`src/rtl/nmi_wdog_seq.sv`:
```
// rtl/nmi_wdog_seq.sv - 3 kHz prescaler, periodic NMI J/K sequencer and CPU watchdog
// NMI set/clear are produced as J/K/enable strobes for an external flip-flop; watchdog holds wdog_rst for WDOG_LEN clk_en cycles.
module nmi_wdog_seq #(
    parameter int DIV        = 4000,
    parameter int NMI_TICKS  = 12,
    parameter int WDOG_TICKS = 256,
    parameter int WDOG_LEN   = 16
) (
    input  logic clk,
    input  logic rst,
    input  logic clk_en,
    input  logic wdog_clr,
    input  logic nmi_ack,
    output logic tick_3k,
    output logic nmi_j,
    output logic nmi_k,
    output logic nmi_en,
    output logic wdog_rst
);

    localparam logic [15:0] PRE_LAST = 16'(DIV - 1);
    localparam logic [7:0]  NMI_LAST = 8'(NMI_TICKS - 1);
    localparam logic [9:0]  WD_LAST  = 10'(WDOG_TICKS - 1);
    localparam logic [7:0]  LEN_LAST = 8'(WDOG_LEN - 1);

    typedef enum logic {
        RUN  = 1'b0,
        FIRE = 1'b1
    } state_t;

    state_t      state_q, state_d;
    logic [15:0] pre_q, pre_d;
    logic [7:0]  nmi_cnt_q, nmi_cnt_d;
    logic [9:0]  wd_q, wd_d;
    logic [7:0]  len_q, len_d;
    logic        pend_q, pend_d;
    logic        j_q, j_d;
    logic        k_q, k_d;
    logic        en_q, en_d;
    logic        wrst_q, wrst_d;
    logic        tick;
    logic        set_ev;
    logic        clr_ev;
    logic        fire;

    always_comb begin
        state_d   = state_q;
        pre_d     = pre_q;
        nmi_cnt_d = nmi_cnt_q;
        wd_d      = wd_q;
        len_d     = len_q;
        pend_d    = pend_q;
        j_d       = 1'b0;
        k_d       = 1'b0;
        tick      = 1'b0;
        set_ev    = 1'b0;
        clr_ev    = 1'b0;
        fire      = 1'b0;

        case (state_q)
            RUN: begin
                tick = clk_en && (pre_q == PRE_LAST);
                if (clk_en) begin
                    pre_d = tick ? 16'd0 : pre_q + 16'd1;
                end

                // a clear strobe landing on the tick cycle beats the advance
                fire = tick && !wdog_clr && (wd_q == WD_LAST);
                if (wdog_clr) begin
                    wd_d = 10'd0;
                end else if (tick) begin
                    wd_d = wd_q + 10'd1;
                end

                set_ev = tick && (nmi_cnt_q == NMI_LAST);
                if (tick) begin
                    nmi_cnt_d = set_ev ? 8'd0 : nmi_cnt_q + 8'd1;
                end

                // an ack arriving in a clk_en cycle is consumed immediately
                clr_ev = clk_en && (pend_q || nmi_ack);
                pend_d = (pend_q || nmi_ack) && !clk_en;

                if (fire) begin
                    state_d   = FIRE;
                    pre_d     = 16'd0;
                    nmi_cnt_d = 8'd0;
                    wd_d      = 10'd0;
                    len_d     = 8'd0;
                    pend_d    = 1'b0;
                end else begin
                    j_d = set_ev;
                    k_d = clr_ev && !set_ev;
                end
            end

            FIRE: begin
                pre_d     = 16'd0;
                nmi_cnt_d = 8'd0;
                wd_d      = 10'd0;
                pend_d    = 1'b0;
                if (clk_en) begin
                    if (len_q == LEN_LAST) begin
                        state_d = RUN;
                        len_d   = 8'd0;
                    end else begin
                        len_d = len_q + 8'd1;
                    end
                end
            end

            default: state_d = RUN;
        endcase

        en_d   = j_d || k_d;
        wrst_d = (state_d == FIRE);
    end

    always_ff @(posedge clk) begin
        if (!rst) begin
            state_q   <= RUN;
            pre_q     <= 16'd0;
            nmi_cnt_q <= 8'd0;
            wd_q      <= 10'd0;
            len_q     <= 8'd0;
            pend_q    <= 1'b0;
            j_q       <= 1'b0;
            k_q       <= 1'b0;
            en_q      <= 1'b0;
            wrst_q    <= 1'b0;
        end else begin
            state_q   <= state_d;
            pre_q     <= pre_d;
            nmi_cnt_q <= nmi_cnt_d;
            wd_q      <= wd_d;
            len_q     <= len_d;
            pend_q    <= pend_d;
            j_q       <= j_d;
            k_q       <= k_d;
            en_q      <= en_d;
            wrst_q    <= wrst_d;
        end
    end

    // tick is combinational from clk_en, so it is masked while reset is applied
    assign tick_3k  = rst && tick;
    assign nmi_j    = j_q;
    assign nmi_k    = k_q;
    assign nmi_en   = en_q;
    assign wdog_rst = wrst_q;

endmodule

```
`config.mk`:
```
export PLATFORM = sky130hd
export DESIGN_NAME = nmi_wdog_seq
export DESIGN_NICKNAME = d
export VERILOG_FILES = /design/src/rtl/nmi_wdog_seq.sv
export SDC_FILE = /design/constraint.sdc
export NUM_CORES = 1
export LEC_CHECK = 0
export ABC_AREA = 1
export CORE_UTILIZATION = 63
export DETAILED_ROUTE_END_ITERATION = 10
export DONT_BUFFER_PORTS = 1
export HOLD_SLACK_MARGIN = 0.02
export PLACE_DENSITY = 0.79
export SKIP_CTS_REPAIR_TIMING = 1
export SYNTH_ARGS = -nofsm -noshare
export SYNTH_HDL_FRONTEND = slang
export SYNTH_SLANG_ARGS = --single-unit
```
`constraint.sdc`:
```
create_clock -name clk -period 1.9 [get_ports clk]
set_clock_uncertainty 0.2 [all_clocks]
set_input_delay 0.475 -clock clk [delete_from_list [all_inputs] [get_ports clk]]
set_output_delay 0.475 -clock clk [all_outputs]
set_load 0.05 [all_outputs]
```
==> flow_summary_export.csv, run 1 <==
group,metric,value,unit
run_status,status,"finished with violations",
run_status,violations,"setup timing",
finish,antennaDiodeCount,0,
pwr,powerDensity,633,nW/um^2
floorplan,io_pins,10,
pwr,max-vdd-ir-drop,0.475,mV
routing,routed_via_density,5.43,
clock_network,cts_tree,"done",
floorplan,fp.dieH,65.0,um
synth,ys_ff_latch,47,
place,place.gp.congestion,0.905,
routing,wire_per_inst,12.2,um
synth,yosysMostFrequentCell,"nand2_1",
worst_setup_path,cpPeakStageDelay,360,ps
floorplan,start_util,66.7,%
floorplan,core-area,3740,sq um
worst_setup_path,cp.required,1220,ps
synth,yosysWarnings,0,
synth,synth_fp_nets,375,
sta,slew_headroom,68.3,%
floorplan,die_area,4220,sq um
synth,seq_area_frac_synth,37.7,%
worst_setup_path,path_max_fanout,2,
global_routing,gr-total-overflow,0,
global_routing,grt_pass1_vias,2153,
synth,syn_inst,366,
worst_hold_path,min_path_type,"input port to flop",
worst_setup_path,crit_type,"flop to primary output",
clock_network,cts_buffers,5,
synth,synth_edf_count,0,
worst_setup_path,crit_chain,"ha_4 -> nand2_2 -> nor2_2 -> nand2_2 -> nor2_8 -> inv_4 -> nor3_4 -> buf_12",
finish,fin_nets,398,
routing,drtPass1Iterations,5,
synth,synth_cell_types,31,
worst_setup_path,critPathBufInv,2,
finish,drive_above_1_share,16.2,%
pwr,power,1.83,mW
flow_run,maxCapViolations,0,
worst_setup_path,cpMostUsedCell,"nand2_2",
worst_setup_path,end_kind,"primary output",
place,port_buffers,0,
worst_setup_path,crit_arrival,1520,ps
worst_setup_path,crit_family,"simple AND/OR/NAND/NOR gates",
place,place_area,2710,sq um
clock_network,htreeDepth,2,
finish,fin_util,77.3,%
clock_network,cts_num_sinks,47,
synth,synth_area_leaders,"dfxtp_1, nand2_1, nor2_1",
worst_setup_path,worst_path_max_delay_cell,"dfxtp_2",
sta,tightestPinTransition,475,ps
sta,finalCriticalPeriod,2200,ps
sta,slew_violations,0,
global_routing,antenna_found_initial,0,
sta,finalHoldViolCount,0,
global_routing,grt_pass1_wl,8.91,mm
worst_setup_path,worst_setup_path_start_kind,"flop",
synth,ys_async_sr_fraction,0,%
synth,syn_area,2500,sq um
finish,n_fill_cell,299,
floorplan,die_w,65.0,um
finish,design_area,2890,sq um
routing,drtAntennaViolNets,0,
synth,netlist.area_leader.share,37.7,%
place,hpwlAfterDp,3.77,mm
sta,setup_viol,1,
place,post-place-ws,-8.11,ps
routing,first_iter_violations,166,
synth,synth_ff_type,"dfxtp_1",
synth,yosys-top-cells-count,"nand2_1, nor2_1, dfxtp_1",
clock_network,clock-root-buffer,"clkbuf_8",
clock_network,clk_pin_slew,90,ps
clock_network,clk_latency,300,ps
finish,area_growth,15.8,%
routing,drt-total-wl,5.34,mm
global_routing,track_usage,26.8,%
routing,num_vias,2377,
synth,syn_area_per_cell,6.83,sq um
sta,finalCritPeriodShare,116,%
global_routing,grt_max_degree,20,
synth,yosysTopAreaCell,"dfxtp_1",
pwr,power_leakage,1.09,nW
clock_network,cts_buffer_depth,2,
sta,fin_ws,-296,ps
sta,fmax,455,MHz
routing,drc,0,
sta,rsz0062_at_grt,"true",
floorplan,fp-row-count,22,
[final timing paths]
| check | from | endpoint | slack [ps] | cells past startpoint |
|---|---|---|---|---|
| worst min register to register | len_q[6]$_SDFFE_PN0P_ | len_q[6]$_SDFFE_PN0P_ | 260 | 2 |
| worst max-delay path | pre_q[1]$_SDFFE_PN0P_ | tick_3k | -300 | 8 |
| worst min-delay path | rst | wd_q[0]$_SDFFE_PN0P_ | 100 | 2 |
| worst max register to register | pre_q[1]$_SDFFE_PN0P_ | pre_q[12]$_SDFFE_PN0P_ | 80 | 11 |
[layout make-up]
class | count | area (sq um) | share of cell area [%]
multi-input combinational | 266 | 1400 | 48.2
sequential | 47 | 948 | 32.8
timing repair buffer | 23 | 198 | 6.83
inverter | 46 | 175 | 6.05
clock buffer | 6 | 82.6 | 2.85
tap | 48 | 60.1 | 2.08
clock inverter | 2 | 35.0 | 1.21
[where the power goes]
group          total (mW)  switching [mW]  internal (mW)
logic              0.0652          0.0397         0.0255
registers            1.00          0.0120          0.992
clock network       0.764           0.337          0.426
[cell usage in the layout (no fill, tap or decap)]
cell type / synthesis / final
nand2_1: 79 / 76
or2_2: 1 / 1
nor3_1: 19 / 16
xor2_1: 6 / 6
nand3_1: 27 / 27
nor2_1: 63 / 59
a21oi_1: 21 / 21
nand2_2: 2 / 5
nand3b_1: 1 / 1
nand2_4: 2 / 2
nor3_2: 0 / 2
nor3b_1: 2 / 2
inv_1: 44 / 43
buf_12: 0 / 2
nor4_1: 2 / 2
buf_4: 0 / 21
o21bai_1: 1 / 1
nor2_2: 0 / 4
ha_1: 4 / 3
o21ai_2: 2 / 2
clkinv_2: 0 / 1
nor2_4: 1 / 1
inv_4: 0 / 1
clkinv_1: 1 / 1
nor3_4: 0 / 1
nor2_8: 2 / 2
a211oi_2: 0 / 1
bufinv_16: 0 / 1
clkbuf_8: 1 / 6
dfxtp_1: 47 / 41
dfxtp_2: 0 / 6
o22ai_1: 3 / 3
nand4_4: 2 / 2
nand4_1: 8 / 8
xnor2_1: 3 / 3
ha_4: 0 / 1
inv_2: 1 / 1
o21ai_0: 14 / 14
[cell families after synthesis]
kind of cell / share of synthesized area [%]
XOR/XNOR: 3.15
adder cells (fa/ha/maj): 2.00
buffers and inverters: 8.76
AO/OA/AOI/OAI: 9.06
flip-flops: 37.7
AND/OR/NAND/NOR: 39.4
[per-layer routing]
metal | share of wire, % | GRT usage [%] | vias to the layer above
met3 | 3.9 | 6.16 | 4
met1 | 46 | 32.1 | 1094
met5 | 0 | 0 | -
li1 | - | - | 1231
met2 | 50 | 47.4 | 48
met4 | 0.60 | 7.50 | 0
[metrics by stage]
stage / cells / setup TNS (ps) / hold slack (ps)
global placement: 428 / -5.20 / 250
detailed placement: 428 / -8.11 / 257
floorplan: 366 / -242 / 239
global route: 438 / -394 / 90.0
finish: 438 / -296 / 95.7
CTS: 436 / -364 / 88.8
[registers in the layout, indices dropped and copies added, names as in the netlist]
register / count
pre_q: 16
wd_q: 10
len_q: 8
nmi_cnt_q: 8
nmi_en: 1
nmi_j: 1
nmi_k: 1
pend_q: 1
wdog_rst: 1
Power figures use the tool's default switching activity.
==> inputs of run 2 (changes only) <==
--- a/config.mk
+++ b/config.mk
@@ -11,6 +11,7 @@
 export DONT_BUFFER_PORTS = 1
 export HOLD_SLACK_MARGIN = 0.02
 export PLACE_DENSITY = 0.79
+export RECOVER_POWER = 100
 export SKIP_CTS_REPAIR_TIMING = 1
 export SYNTH_ARGS = -nofsm -noshare
 export SYNTH_HDL_FRONTEND = slang
==> flow_summary_export.csv, run 2 (synthesized netlist as in run 1, its figures left out) <==
group,metric,value,unit
routing,drtPass1Iterations,4,
place,hpwlAfterDp,3.77,mm
sta,fin_ws,-301,ps
clock_network,cts_buffers,5,
worst_setup_path,end_kind,"primary output",
global_routing,grt_pass1_vias,2153,
worst_hold_path,hold_start,"rst",
worst_setup_path,crit_type,"flop to primary output",
routing,drc,0,
worst_setup_path,worst_setup_path_start_kind,"flop",
sta,fmax,454,MHz
floorplan,core-area,3740,sq um
worst_setup_path,cp.required,1220,ps
sta,setup_viol,27,
place,dp_cells,428,
finish,fin_nets,398,
finish,drive_above_1_share,15.9,%
worst_hold_path,min_path_type,"input port to flop",
finish,layout_commonest_cell,"nand2_1",
clock_network,clk_pin_slew,90,ps
flow_run,maxCapViolations,0,
worst_setup_path,crit_arrival,1530,ps
pwr,max-vdd-ir-drop,0.472,mV
routing,drtAntennaViolNets,0,
floorplan,fp-row-count,22,
worst_setup_path,timing.rr.start,"pre_q[1]$_SDFFE_PN0P_",
sta,finalCritPeriodShare,116,%
finish,largest_reg_flops,16,
run_status,violations,"setup timing",
floorplan,die_w,65.0,um
place,port_buffers,0,
floorplan,io_pins,10,
floorplan,die_area,4220,sq um
clock_network,htreeDepth,2,
clock_network,cts_tree,"done",
sta,rsz0062_at_grt,"true",
sta,finalCriticalPeriod,2200,ps
global_routing,antenna_found_initial,0,
routing,num_vias,2374,
floorplan,start_util,66.7,%
clock_network,clk_latency,300,ps
run_status,status,"finished with violations",
worst_setup_path,path_max_fanout,2,
pwr,power,1.83,mW
finish,fin_util,76.8,%
place,place.gp.congestion,0.905,
worst_setup_path,startpoint,"pre_q[1]$_SDFFE_PN0P_",
finish,antennaDiodeCount,0,
global_routing,gr-total-overflow,0,
pwr,powerDensity,636,nW/um^2
routing,first_iter_violations,164,
finish,top_register,"pre_q",
finish,design_area,2880,sq um
clock_network,cts_num_sinks,47,
global_routing,track_usage,26.8,%
global_routing,grt_max_degree,20,
finish,fin_cells,438,
sta,holdWs,90.3,ps
finish,reg_top3,"pre_q x16, wd_q x10",
sta,tightestPinTransition,475,ps
floorplan,fp.dieH,65.0,um
routing,routed_via_density,5.42,
place,place_area,2710,sq um
finish,layout_common_cells,"nand2_1, nor2_1, inv_1, dfxtp_1, nand3_1",
clock_network,clock-root-buffer,"clkbuf_8",
clock_network,cts_buffer_depth,2,
global_routing,grt_pass1_wl,8.91,mm
pwr,power_leakage,1.08,nW
sta,finalHoldViolCount,0,
sta,slew_violations,0,
finish,area_growth,15.1,%
sta,slew_headroom,68.3,%
routing,drt-total-wl,5.33,mm
routing,wire_per_inst,12.2,um
==> run 2: changes by cell type in the layout (fill, tap and decap cells not counted), sizes merged <==
cell,change
clkbuf,+1
buf,-1
==> run 2: through the flow <==
| stage | setup TNS (ps) | setup WS, ps |
|---|---|---|
| after detailed placement | -8.11 | -8.11 |
| after CTS | -364 | -344 |
| after floorplan | -242 | -242 |
| after global placement | -5.20 | -5.20 |
| after global routing | -5450 | -382 |
| final | -2100 | -301 |
==> run 2: cell type report <==
| type | instances | area (sq um) |
|---|---|---|
| clock buffer | 6 | 82.6 |
| clock inverter | 2 | 35.0 |
| fill | 302 | 867 |
| inverter | 46 | 175 |
| multi-input combinational | 266 | 1380 |
| sequential | 47 | 948 |
| tap | 48 | 60.1 |
| timing repair buffer | 23 | 194 |
==> run 2: routing by layer <==
metal | wire length, um | share of wire [%] | global-route usage (%) | vias up
met5 | 0 | 0 | 0 | -
met4 | 35 | 0.66 | 7.50 | 0
met3 | 190 | 3.6 | 6.16 | 4
met2 | 2660 | 50 | 47.4 | 50
met1 | 2440 | 46 | 32.1 | 1088
li1 | - | - | - | 1232
==> run 2: path summary, 6_finish.rpt <==
path	slack, ps	to	cells after the start
max	-300	tick_3k	8
min	90	wd_q[0]$_SDFFE_PN0P_	2
max reg2reg	-120	pre_q[1]$_SDFFE_PN0P_	9
min reg2reg	260	len_q[6]$_SDFFE_PN0P_	2
==> run 2: critical path, cell delays in order, from the launching register on <==
cell     delay (ps)
dfxtp_2         360
ha_4            140
nand2_2          50
nor2_2           80
nand2_2          90
nor2_8          100
inv_4            40
nor3_4          200
buf_12          160
==> run 2: power by group <==
part | total (mW) | switching (mW) | internal, mW
sequential | 1.00 | 0.0119 | 0.992
combinational | 0.0642 | 0.0396 | 0.0246
clock | 0.762 | 0.336 | 0.426
